File: src/rtl/blob_pkg.sv
// Shared definitions for the binary blob centroid block: FSM states,
// default resolution and the width-derivation helpers.
package blob_pkg;

  typedef enum logic [1:0] {
    IDLE,
    DIV,
    DONE
  } state_t;

  localparam int DEF_H_RES = 320;
  localparam int DEF_V_RES = 240;

  // Width needed to count every pixel of a frame, including the all-set case.
  function automatic int cnt_width(input int h_res, input int v_res);
    return $clog2(h_res * v_res + 1);
  endfunction

  // Coordinate sums and the dividers share one width for both axes.
  function automatic int sum_width(input int xw, input int cntw);
    return xw + cntw;
  endfunction

endpackage

File: src/rtl/blob_serial_div.sv
// Restoring serial divider: one quotient bit per cycle, W iterations.
// start is accepted only when idle; done pulses for one cycle after the
// last iteration, and quo then holds the low QW bits of the quotient.
module blob_serial_div #(
  parameter int W  = 26,
  parameter int QW = 9
) (
  input  logic          clk,
  input  logic          rst_n,
  input  logic          start,
  input  logic [W-1:0]  dividend,
  input  logic [W-1:0]  divisor,
  output logic          busy,
  output logic          done,
  output logic [QW-1:0] quo
);

  localparam int CW = $clog2(W + 1);

  logic [W-1:0]  quotient;
  logic [W-1:0]  rem;
  logic [W-1:0]  dvs;
  logic [CW-1:0] iter;
  logic [W:0]    trial;
  logic [W:0]    diff;

  // Shift the next dividend bit into the partial remainder and try a subtract.
  assign trial = {rem, quotient[W-1]};
  assign diff  = trial - {1'b0, dvs};
  assign quo   = quotient[QW-1:0];

  // Load operands on start, then retire one quotient bit per cycle.
  // NOTE: sequential state uses non-blocking assignments so every register
  // samples the pre-edge values regardless of statement order.
  always_ff @(posedge clk or negedge rst_n) begin
    if (!rst_n) begin
      quotient <= '0;
      rem      <= '0;
      dvs      <= '0;
      iter     <= '0;
      busy     <= 1'b0;
      done     <= 1'b0;
    end else begin
      done <= 1'b0;
      if (start && !busy) begin
        quotient <= dividend;
        dvs      <= divisor;
        rem      <= '0;
        iter     <= CW'(W);
        busy     <= 1'b1;
      end else if (busy) begin
        if (trial >= {1'b0, dvs}) begin
          rem      <= diff[W-1:0];
          quotient <= {quotient[W-2:0], 1'b1};
        end else begin
          rem      <= trial[W-1:0];
          quotient <= {quotient[W-2:0], 1'b0};
        end
        iter <= iter - 1'b1;
        if (iter == CW'(1)) begin
          busy <= 1'b0;
          done <= 1'b1;
        end
      end
    end
  end

endmodule

File: src/rtl/binary_blob_centroid.sv
// Accumulates set-pixel count, coordinate sums and (optionally) bounding box
// over a raster frame of binary pixels, then computes the integer centroid
// with two serial dividers and presents one result per frame.
// Optional feature: define BLOB_BBOX_EN to build the bounding-box logic;
// without it X_MIN/X_MAX/Y_MIN/Y_MAX are tied to 0.
module binary_blob_centroid
  import blob_pkg::*;
#(
  parameter int H_RES = DEF_H_RES,
  parameter int V_RES = DEF_V_RES,
  parameter int XW    = 9,
  parameter int YW    = 8,
  parameter int CNTW  = cnt_width(H_RES, V_RES),
  parameter int SUMW  = sum_width(XW, CNTW)
) (
  input  logic            CLK,
  input  logic            RST_N,
  input  logic            BIN_VALID,
  input  logic            BIN,
  input  logic            SOF,
  input  logic [CNTW-1:0] MIN_PIX,
  output logic            RESULT_VALID,
  output logic            FOUND,
  output logic [XW-1:0]   CX,
  output logic [YW-1:0]   CY,
  output logic [CNTW-1:0] PIX_CNT,
  output logic [XW-1:0]   X_MIN,
  output logic [XW-1:0]   X_MAX,
  output logic [YW-1:0]   Y_MIN,
  output logic [YW-1:0]   Y_MAX,
  output logic            OVERRUN
);

  state_t          state;
  logic [XW-1:0]   x, px;
  logic [YW-1:0]   y, py;
  logic [CNTW-1:0] acc_cnt, base_cnt, cnt_nx, snap_cnt;
  logic [SUMW-1:0] acc_sx, acc_sy, base_sx, base_sy, sx_nx, sy_nx, div_den;
  logic            hit, frame_end, start, latch_res;
  logic            x_busy, y_busy, x_done, y_done;
  logic [XW-1:0]   qx;
  logic [YW-1:0]   qy;

  // Effective coordinate and accumulator base: SOF resyncs to (0,0) with
  // empty accumulators before this cycle's pixel is applied.
  // NOTE: every combinational output is assigned a default before any
  // conditional override, so no latch can be inferred.
  always_comb begin
    px       = SOF ? '0 : x;
    py       = SOF ? '0 : y;
    base_cnt = SOF ? '0 : acc_cnt;
    base_sx  = SOF ? '0 : acc_sx;
    base_sy  = SOF ? '0 : acc_sy;
    hit      = BIN_VALID & BIN;
    cnt_nx   = base_cnt + CNTW'(hit);
    sx_nx    = base_sx + (hit ? SUMW'(px) : SUMW'(0));
    sy_nx    = base_sy + (hit ? SUMW'(py) : SUMW'(0));
  end

  assign frame_end = BIN_VALID && (px == XW'(H_RES - 1)) && (py == YW'(V_RES - 1));
  assign start     = frame_end && (state == IDLE) && !x_busy && !y_busy;
  assign latch_res = (state == DIV) && x_done && y_done;
  assign div_den   = SUMW'(cnt_nx);

  // Raster coordinate counters, advanced only by accepted pixels.
  always_ff @(posedge CLK or negedge RST_N) begin
    if (!RST_N) begin
      x <= '0;
      y <= '0;
    end else if (BIN_VALID) begin
      if (px == XW'(H_RES - 1)) begin
        x <= '0;
        y <= (py == YW'(V_RES - 1)) ? '0 : py + 1'b1;
      end else begin
        x <= px + 1'b1;
        y <= py;
      end
    end else if (SOF) begin
      x <= '0;
      y <= '0;
    end
  end

  // Frame accumulators; cleared at frame end so the next frame starts clean.
  always_ff @(posedge CLK or negedge RST_N) begin
    if (!RST_N) begin
      acc_cnt <= '0;
      acc_sx  <= '0;
      acc_sy  <= '0;
    end else if (frame_end) begin
      acc_cnt <= '0;
      acc_sx  <= '0;
      acc_sy  <= '0;
    end else begin
      acc_cnt <= cnt_nx;
      acc_sx  <= sx_nx;
      acc_sy  <= sy_nx;
    end
  end

  // Result FSM: snapshot at frame end, wait for both dividers, publish.
  always_ff @(posedge CLK or negedge RST_N) begin
    if (!RST_N) begin
      state        <= IDLE;
      snap_cnt     <= '0;
      RESULT_VALID <= 1'b0;
      FOUND        <= 1'b0;
      CX           <= '0;
      CY           <= '0;
      PIX_CNT      <= '0;
      OVERRUN      <= 1'b0;
    end else begin
      if (frame_end && (state != IDLE)) OVERRUN <= 1'b1;
      case (state)
        IDLE: begin
          RESULT_VALID <= 1'b0;
          if (start) begin
            snap_cnt <= cnt_nx;
            state    <= DIV;
          end
        end
        DIV: begin
          if (latch_res) begin
            state        <= DONE;
            RESULT_VALID <= 1'b1;
            PIX_CNT      <= snap_cnt;
            FOUND        <= (snap_cnt != '0) && (snap_cnt >= MIN_PIX);
            CX           <= (snap_cnt == '0) ? '0 : qx;
            CY           <= (snap_cnt == '0) ? '0 : qy;
          end
        end
        DONE: begin
          RESULT_VALID <= 1'b0;
          state        <= IDLE;
        end
        default: state <= IDLE;
      endcase
    end
  end

  blob_serial_div #(.W(SUMW), .QW(XW)) u_div_x (
    .clk      (CLK),
    .rst_n    (RST_N),
    .start    (start),
    .dividend (sx_nx),
    .divisor  (div_den),
    .busy     (x_busy),
    .done     (x_done),
    .quo      (qx)
  );

  blob_serial_div #(.W(SUMW), .QW(YW)) u_div_y (
    .clk      (CLK),
    .rst_n    (RST_N),
    .start    (start),
    .dividend (sy_nx),
    .divisor  (div_den),
    .busy     (y_busy),
    .done     (y_done),
    .quo      (qy)
  );

`ifdef BLOB_BBOX_EN
  logic [XW-1:0] acc_xmin, acc_xmax, xmin_nx, xmax_nx, snap_xmin, snap_xmax;
  logic [YW-1:0] acc_ymin, acc_ymax, ymin_nx, ymax_nx, snap_ymin, snap_ymax;

  // Bounding-box update; the first set pixel of a frame loads min and max.
  always_comb begin
    xmin_nx = SOF ? '0 : acc_xmin;
    xmax_nx = SOF ? '0 : acc_xmax;
    ymin_nx = SOF ? '0 : acc_ymin;
    ymax_nx = SOF ? '0 : acc_ymax;
    if (hit) begin
      if (base_cnt == '0) begin
        xmin_nx = px;
        xmax_nx = px;
        ymin_nx = py;
        ymax_nx = py;
      end else begin
        if (px < acc_xmin) xmin_nx = px;
        if (px > acc_xmax) xmax_nx = px;
        if (py < acc_ymin) ymin_nx = py;
        if (py > acc_ymax) ymax_nx = py;
      end
    end
  end

  // Bounding-box accumulators, snapshot and published outputs.
  always_ff @(posedge CLK or negedge RST_N) begin
    if (!RST_N) begin
      {acc_xmin, acc_xmax, acc_ymin, acc_ymax}     <= '0;
      {snap_xmin, snap_xmax, snap_ymin, snap_ymax} <= '0;
      {X_MIN, X_MAX, Y_MIN, Y_MAX}                 <= '0;
    end else begin
      if (frame_end) begin
        {acc_xmin, acc_xmax, acc_ymin, acc_ymax} <= '0;
      end else begin
        {acc_xmin, acc_xmax, acc_ymin, acc_ymax} <= {xmin_nx, xmax_nx, ymin_nx, ymax_nx};
      end
      if (start) begin
        {snap_xmin, snap_xmax, snap_ymin, snap_ymax} <= {xmin_nx, xmax_nx, ymin_nx, ymax_nx};
      end
      if (latch_res) begin
        if (snap_cnt == '0) begin
          {X_MIN, X_MAX, Y_MIN, Y_MAX} <= '0;
        end else begin
          {X_MIN, X_MAX, Y_MIN, Y_MAX} <= {snap_xmin, snap_xmax, snap_ymin, snap_ymax};
        end
      end
    end
  end
`else
  assign X_MIN = '0;
  assign X_MAX = '0;
  assign Y_MIN = '0;
  assign Y_MAX = '0;
`endif

endmodule

File: config.mk
export PLATFORM = sky130hd
export DESIGN_NAME = binary_blob_centroid
export DESIGN_NICKNAME = d
export VERILOG_FILES = /design/src/rtl/blob_pkg.sv /design/src/rtl/blob_serial_div.sv /design/src/rtl/binary_blob_centroid.sv
export SDC_FILE = /design/constraint.sdc
export NUM_CORES = 1
export LEC_CHECK = 0
export BUFFER_PORTS_ARGS = -buffer_cell sky130_fd_sc_hd__buf_2
export CAP_MARGIN = 15
export CORE_MARGIN = 3
export CORE_UTILIZATION = 50
export CTS_CLUSTER_SIZE = 24
export DETAILED_ROUTE_END_ITERATION = 8
export GPL_TIMING_DRIVEN = 0
export PLACE_DENSITY = 0.67
export REMOVE_ABC_BUFFERS = 1
export SLEW_MARGIN = 15
export SYNTH_ARGS = -nofsm -noshare
export SYNTH_HDL_FRONTEND = slang
export SYNTH_SLANG_ARGS = --single-unit
File: constraint.sdc
create_clock -name CLK -period 9.45 [get_ports CLK]
set_clock_uncertainty 0.15 [all_clocks]
set_input_delay 2.3625 -clock CLK [delete_from_list [all_inputs] [get_ports CLK]]
set_output_delay 2.3625 -clock CLK [all_outputs]
set_load 0.01 [all_outputs]
Yosys cells after proc, flatten, opt, wreduce, memory -nomap -nowiden --
Index checks and enable logic that the tools add are counted. W data, S select, Z words.
Storage, ports and cells: register bits after elaboration 294, output and inout bits 71, logic and storage cells 121
Operators by class: add/subtract/negate cells 9, magnitude comparators 3, eq/ne operators 8, multiplexer cells 50, bitwise gates (word level) 1, reductions and logical operators 25
Operators by type and width (number):
- $mux W26 | 14
- $ge A27 B17 Y1 | 2
- $sub A26 B17 Y26 | 2
- $mux W8 | 6
- $mux W9 | 5
- $mux W17 | 2
- $add A26 B8 Y26 | 1
- $add A26 B9 Y26 | 1
- $mux W5 | 4
- $add A17 B1 Y17 | 1
- $ge A17 B17 Y1 | 1
- $logic_not A17 Y1 | 1
- $reduce_bool A17 Y1 | 1
- $mux W1 | 15
- $logic_and A1 B1 Y1 | 11
- $eq A5 B1 Y1 const B | 2
- $sub A5 B1 Y5 const B | 2
- $add A9 B1 Y9 const B | 1
- $eq A9 B9 Y1 const B | 1
- $add A8 B1 Y8 const B | 1
- $eq A8 B8 Y1 const B | 1
- $reduce_and A2 Y1 | 4
- $reduce_bool A2 Y1 | 4
- $mux W2 | 2
- other kinds (10) | 11

Logic depth before layout (Yosys ltp) --
Gate-level depths: netlist (run 1).
word-level depth 9, gate-level depth with buffers 17, depth with buffers taken out 14

Modules after synthesis --
From an unflattened synthesis (run 1), not the netlist that was laid out.
Second synthesis, totals: cell total of the unflattened synthesis 1993, area, all modules 18417.7 um2
Modules (own cells, without submodules):
- binary_blob_centroid | times used 1, cells an instance 878, area each 8225.4 um2, sequential area each 3553.4 um2
- blob_serial_div at u_div_x | times used 1, cells an instance 558, area each 5099.9 um2, sequential area each 2127.0 um2
- blob_serial_div at u_div_y | times used 1, cells an instance 557, area each 5092.4 um2, sequential area each 2127.0 um2

Worst setup path after synthesis (run 1) --
Ideal clock, no wire load.
path kind input-to-reg, from input SOF, to register u_div_x.quotient[25], data arrival time 5.557 ns, setup slack 3.601 ns, cell stages on the path 13, buffers on the path 5, cells stage by stage clkbuf_1 -> clkbuf_1 -> clkbuf_1 -> clkbuf_1 -> buf_1 -> nor3_1 -> ha_1 -> nand2_1 -> o21ai_0 -> a41oi_1 -> or4b_2 -> xor2_1 -> o221ai_1
Between the ends: word-level cells in the longest chain between the ends 9, elaborated cells on any way between the ends 15
RTL lines:
- start: declaration | line binary_blob_centroid.sv:20 | input logic SOF,
- branches (longest 9 deep; another with $add A26 B9 Y26)
- end signal: assignment | line blob_serial_div.sv:46 | quotient <= dividend;
- end signal: assignment | line blob_serial_div.sv:54 | quotient <= {quotient[W-2:0], 1'b1};
- end signal: assignment | line blob_serial_div.sv:57 | quotient <= {quotient[W-2:0], 1'b0};
- end: declaration | line blob_serial_div.sv:20 | logic [W-1:0] quotient;
Several ways; the timed one is not identified. A chain may end at the register's enable or synchronous reset.

Worst setup path after layout (run 1) --
from input SOF, to register snap_cnt[16]
Between the ends: word-level cells in the longest chain between the ends 8, elaborated cells on any way between the ends 12
RTL lines:
- branches (longest 8 deep; another with $add A17 B1 Y17)
- end signal: assignment | line binary_blob_centroid.sv:118 | snap_cnt <= cnt_nx;
- end: declaration | line binary_blob_centroid.sv:37 | logic [CNTW-1:0] acc_cnt, base_cnt, cnt_nx, snap_cnt;
Several ways; the timed one is not identified.

==> flow_metrics.tcl, run 1 <==
set metrics [dict create \
    top_level_ports 93 \
    coreArea_mm2 0.0318 \
    rows 65 \
    synth-edff-count 0 \
    antenna_cells 0 \
    ys_seq_elements 294 \
    max_freq_mhz 149 \
    port_buffers 58 \
    post_cts_buffers 0 \
    die_w_um 186 \
    ys_seq_area_share_pct 45.2 \
    drtPass1Iterations 5 \
    synth_cell_types 66 \
    die_area_mm2 0.0347 \
    worstMarginPinSlew_ns 1.14 \
    routed_via_density 5.56 \
    r2r_start "y[1]" \
    seqPwrFrac_pct 47.1 \
    grt_remaining_overflow 0 \
    slew_headroom_pct 23.8 \
    cp_max_fo 77 \
    avgSynthCellArea_um2 9.20 \
    vdd_drop_max_mv 0.114 \
    dr_total_vias 12600 \
    cts_hold_buf 0 \
    hold_class "flip-flop to flip-flop" \
    htreeDepth 2 \
    min_delay_path_depth 2 \
    clkLatencyLatePin_ns 0.51 \
    hp-start "PIX_CNT[14]" \
    status "complete, no violations" \
    period_needed_ns 6.71 \
    final_core_util_pct 57.1 \
    crit_path_start "SOF" \
    antenna_found_initial 0 \
    grt_pass1_vias 12500 \
    timing.final.ws_setup_ns 2.74 \
    postCtsResizedCells 0 \
    period_share_pct 71.0 \
    gp_congestion 0.857 \
    synth_ff_type "dfrtp_1" \
    nets 1902 \
    initial_core_util_pct 51.2 \
    clk_path_buf_depth 3 \
    drv_slew 0 \
    wire_per_inst_um 16.4 \
    ant_nets 0 \
    die_y_um 186 \
    hold_viol 0 \
    synth_cells 1768 \
    numCtsBuffers 35 \
    finalSetupViolCount 0 \
    crit_arrival_ns 6.93 \
    drc_errors 0 \
    async_flop_share_pct 100 \
    pre_cts_ws_ns 2.20 \
    p_leak_nw 8.81 \
    yosys_warnings 0 \
    reg2reg_depth 11 \
    dp_hpwl_mm 25.3 \
    final_cell_mix "dfrtp_1 (292), nand2_1 (208), nor2_1 (158), o21ai_0 (111), inv_1 (84)" \
    power_density_mw_per_mm2 148 \
    cts_tree "built" \
    area_growth_pct 11.7 \
    drv_cap 0 \
    rsz0062_at_grt "no" \
    ff2ff_setup_slack_ns 4.77 \
    syn_area_mm2 0.0163 \
    crit_type "input port to flip-flop" \
    layout-drive-gt1-share_pct 8.66 \
    switching_power_uw 587 \
    setup_tns_ns 0 \
    worstPathRequired_ns 9.67 \
    grt_util_all_layers_pct 21.2 \
    drt_wl_total_mm 37.2 \
    clock-sinks 294 \
    grt_max_degree 106 \
    comb_power_share_pct 2.3 \
    p_clk_share_pct 50.6 \
    drtIter0Drc 859 \
    startpoint_type "input port" \
    p_int_mw 2.10 \
    grt_pass1_wl_mm 62.4 \
    end_kind "flip-flop" \
    clk_pin_slew_ns 0.06 \
    clockRootBuffer "clkbuf_16" \
    final_common_cell "dfrtp_1" \
    netSwitchingFraction_pct 21.9 \
    finalPower_mw 2.68 \
]
per-layer routing:
metal / global-route usage (%) / routed length (um) / vias to the layer above / share of wire, %
met1: 29.5 / 17700 / 6180 / 48
met3: 3.01 / 1470 / 39 / 4.0
li1: - / - / 6115 / -
met5: 0 / 0 / - / 0
met2: 35.8 / 17400 / 237 / 47
met4: 4.36 / 560 / 0 / 1.5
critical path, stage by stage:
cell and delay [ns]:
buf_4 0.34, nand2b_1 0.33, inv_1 0.08, ha_1 0.16, nand4b_1 0.12, or4_1 0.53
nor4_2 0.53, buf_2 0.33, and2_1 0.74, nand2b_4 0.46, buf_16 0.36, nor2_1 0.39
nor2_1 0.10
final timing paths:
| check | endpoint |
|---|---|
| setup / recovery | snap_cnt[16] |
| hold / removal | PIX_CNT[14] |
| setup reg to reg | snap_cnt[16] |
| hold reg to reg | PIX_CNT[14] |
| max in group asynchronous | u_div_y.busy |
| min in group asynchronous | u_div_x.rem[4] |
flip-flops by register name, summed over array words and instances, names as in the netlist, 2 cells and up:
register          flops
CY                    8
u_div_y.quotient     26
u_div_y.iter          5
u_div_y.dvs          17
acc_cnt              17
snap_cnt             17
u_div_x.iter          5
u_div_x.quotient     26
x                     9
state                 2
acc_sx               26
CX                    9
y                     8
u_div_x.dvs          17
acc_sy               26
PIX_CNT              17
u_div_y.rem          26
u_div_x.rem          26
per-stage QoR:
step                cell area (um^2)  hold WS (ns)  instances
finish                         18200         0.317       2259
global route                   18200         0.345       2259
CTS                            18200         0.323       2259
detailed placement             17000         0.308       2199
global placement               16700         0.296       2180
floorplan                      15800         0.296       1687
power groups by stage:
stage / logic (mW) / clock network (mW) / registers (mW)
after floorplan: 0.0197 / 0 / 1.29
after CTS: 0.0649 / 1.40 / 1.26
final: 0.0627 / 1.36 / 1.26
after detailed placement: 0.0646 / 0 / 1.29
after global routing: 0.0720 / 1.44 / 1.26
after global placement: 0.0587 / 0 / 1.29
cells by family (layout without fill, tap and decap cells):
logic type                 count (synthesis)  after routing  share of synthesized area [%]
AOI/OAI and AO/OA                        404            404                           16.3
other                                      1             34                         0.0230
muxes                                     19             19                           1.22
xor gates and xnor gates                 114            114                           6.14
DFF                                      294            294                           45.2
buffers and inverters                    200            223                           5.49
adders and majority gates                 79             79                           6.26
and+or+nand+nor                          657            657                           19.4
Yosys cell counts (all sizes together), types with 12 or more instances:
library cell  instances  share of area [%]
a211oi               12               0.55
a21boi               23                1.1
a21o                 35                1.6
a21oi                82                2.5
a22o                 26                1.4
a22oi                22                1.0
a31oi                15               0.58
and2                 23               0.88
and3                 17               0.65
buf                  47                2.0
clkbuf               67                1.5
dfrtp               294                 45
ha                   75                5.8
inv                  85                2.0
mux2i                12               0.74
nand2               209                4.8
nand2b               34                1.3
nand3                53                1.7
nand4                20               0.77
nor2                161                3.7
nor2b                54                2.1
nor3                 31               0.95
o21a                 14               0.65
o21ai               113                3.5
xnor2                70                3.8
xor2                 44                2.4
area by class of cell:
class / count / area (um^2)
clock inverters: 16 / 178
fillers: 2789 / 13600
repair buffers: 77 / 603
inverters: 86 / 323
well taps: 435 / 544
multi-input cells: 1307 / 8180
flip-flops and latches: 294 / 7360
clock buffers: 44 / 982
Note: power is estimated with default switching activity, not from simulation.
==> run 2, diff against run 1 <==
--- a/config.mk
+++ b/config.mk
@@ -12,7 +12,7 @@
 export CTS_CLUSTER_SIZE = 24
 export DETAILED_ROUTE_END_ITERATION = 8
 export GPL_TIMING_DRIVEN = 0
-export PLACE_DENSITY = 0.67
+export PLACE_DENSITY = 0.7
 export REMOVE_ABC_BUFFERS = 1
 export SLEW_MARGIN = 15
 export SYNTH_ARGS = -nofsm -noshare
==> constraint.sdc (replaced) <==
create_clock -name CLK -period 5.6 [get_ports CLK]
set_clock_uncertainty 0.15 [all_clocks]
set_input_delay 1.4 -clock CLK [delete_from_list [all_inputs] [get_ports CLK]]
set_output_delay 1.4 -clock CLK [all_outputs]
set_load 0.01 [all_outputs]
==> flow_metrics.tcl, run 2 (synthesized netlist as in run 1, its figures left out) <==
set metrics [dict create \
    drv_cap 0 \
    crit_arrival_ns 5.48 \
    grt_pass1_wl_mm 61.9 \
    routed_via_density 5.56 \
    period_share_pct 92.5 \
    fill_cells 2771 \
    drtPass1Iterations 5 \
    drt_wl_total_mm 36.6 \
    crit_type "input port to flip-flop" \
    clkLatencyLatePin_ns 0.56 \
    finalSetupViolCount 0 \
    drtIter0Drc 769 \
    clk_path_buf_depth 3 \
    antenna_found_initial 0 \
    startpoint_type "input port" \
    ant_nets 0 \
    clock-sinks 294 \
    clockRootBuffer "clkbuf_16" \
    htreeDepth 1 \
    dr_total_vias 12500 \
    layout-drive-gt1-share_pct 8.72 \
    drc_errors 0 \
    initial_core_util_pct 51.2 \
    ff2ff_setup_slack_ns 1.42 \
    finalPower_mw 4.44 \
    setup_tns_ns 0 \
    gp_congestion 0.888 \
    seqCellArea_mm2 0.00736 \
    clk_pin_slew_ns 0.06 \
    post_cts_buffers 0 \
    rsz0062_at_grt "no" \
    coreArea_mm2 0.0318 \
    max_freq_mhz 193 \
    hold_viol 0 \
    power_density_mw_per_mm2 245 \
    rows 65 \
    antenna_cells 0 \
    cp_max_fo 77 \
    end_kind "flip-flop" \
    top_level_ports 93 \
    wire_per_inst_um 16.2 \
    worstMarginPinSlew_ns 1.14 \
    multi_input_area_mm2 0.00817 \
    status "complete, no violations" \
    nets 1899 \
    cts_tree "built" \
    hold_class "flip-flop to flip-flop" \
    drv_slew 0 \
    slew_headroom_pct 23.5 \
    p_leak_nw 8.80 \
    period_needed_ns 5.18 \
    worstPathRequired_ns 5.89 \
    die_w_um 186 \
    grt_max_degree 104 \
    die_y_um 186 \
    final_common_cell "dfrtp_1" \
    grt_pass1_vias 12400 \
    numCtsBuffers 31 \
    vdd_drop_max_mv 0.226 \
    grt_remaining_overflow 0 \
    die_area_mm2 0.0347 \
    dp_hpwl_mm 25.0 \
    final_cell_mix "dfrtp_1 (292), nand2_1 (208), nor2_1 (158), o21ai_0 (111), inv_1 (84)" \
    port_buffers 58 \
    area_growth_pct 11.5 \
    grt_util_all_layers_pct 20.8 \
]
run 2: changes by cell type in the layout (fill, tap and decap cells not counted), sizes merged:
cell,change
buf,+1
bufinv,+2
clkbuf,-3
clkinv,-1
run 2: timing repair:
action                                  4_1_cts  5_1_grt
endpoints found under the setup margin        0       40
hold buffers                                  0        0
gates resized for setup                       0        1
run 2: worst max-delay path, cell delays in order:
cell and delay (ns):
buf_4 0.33, nand2b_1 0.34, inv_1 0.09, ha_1 0.16, nand4b_1 0.12, or4_1 0.53
nor4_2 0.47, buf_4 0.28, nand2_2 0.24, buf_16 0.26, nor2_4 0.39, buf_16 0.22
nor2_2 0.09, buf_6 0.18, a221o_1 0.30
run 2: path summary, 6_finish.rpt:
kind                                           start  cells past startpoint                    to
worst max-delay path                             SOF                     15   u_div_x.quotient[4]
worst min-delay path            u_div_y.quotient[13]                      1  u_div_y.quotient[14]
worst max register to register                  y[1]                     13   u_div_x.quotient[4]
worst min register to register  u_div_y.quotient[13]                      1  u_div_y.quotient[14]
max in group asynchronous                      RST_N                      3          u_div_y.busy
min in group asynchronous                      RST_N                      1        u_div_x.rem[5]
run 2: cell type report:
type / instances / share of cell area [%]
flip-flops and latches: 294 / 40.6
well taps: 435 / 3.00
multi-input cells: 1307 / 45.1
clock inverters: 17 / 1.27
inverters: 86 / 1.78
repair buffers: 78 / 3.44
clock buffers: 41 / 4.87
run 2: layer usage:
layer	global-route usage (%)	part of all wire, %
met2	34.8	47
met5	0	0
met3	3.08	4.5
met1	29.2	47
met4	3.90	1.6
run 2: through the flow:
stage                     setup WS [ns]  cell area (um^2)  utilization [%]  hold slack [ns]  std cells
after floorplan                   -4.97             15800                -            0.296       1687
after global placement           -12.57             16700             52.4            0.300       2180
after detailed placement         -0.497             17000             53.5            0.306       2199
after CTS                        0.0757             18100             57.0            0.321       2257
after global routing             0.0614             18100             57.0            0.340       2258
final                             0.418             18100             57.0            0.317       2258
run 2: where the power goes:
group          switching, mW  internal, mW  total, mW
Sequential           0.00390          2.13       2.13
Clock                  0.866          1.34       2.20
Combinational         0.0799        0.0251      0.105
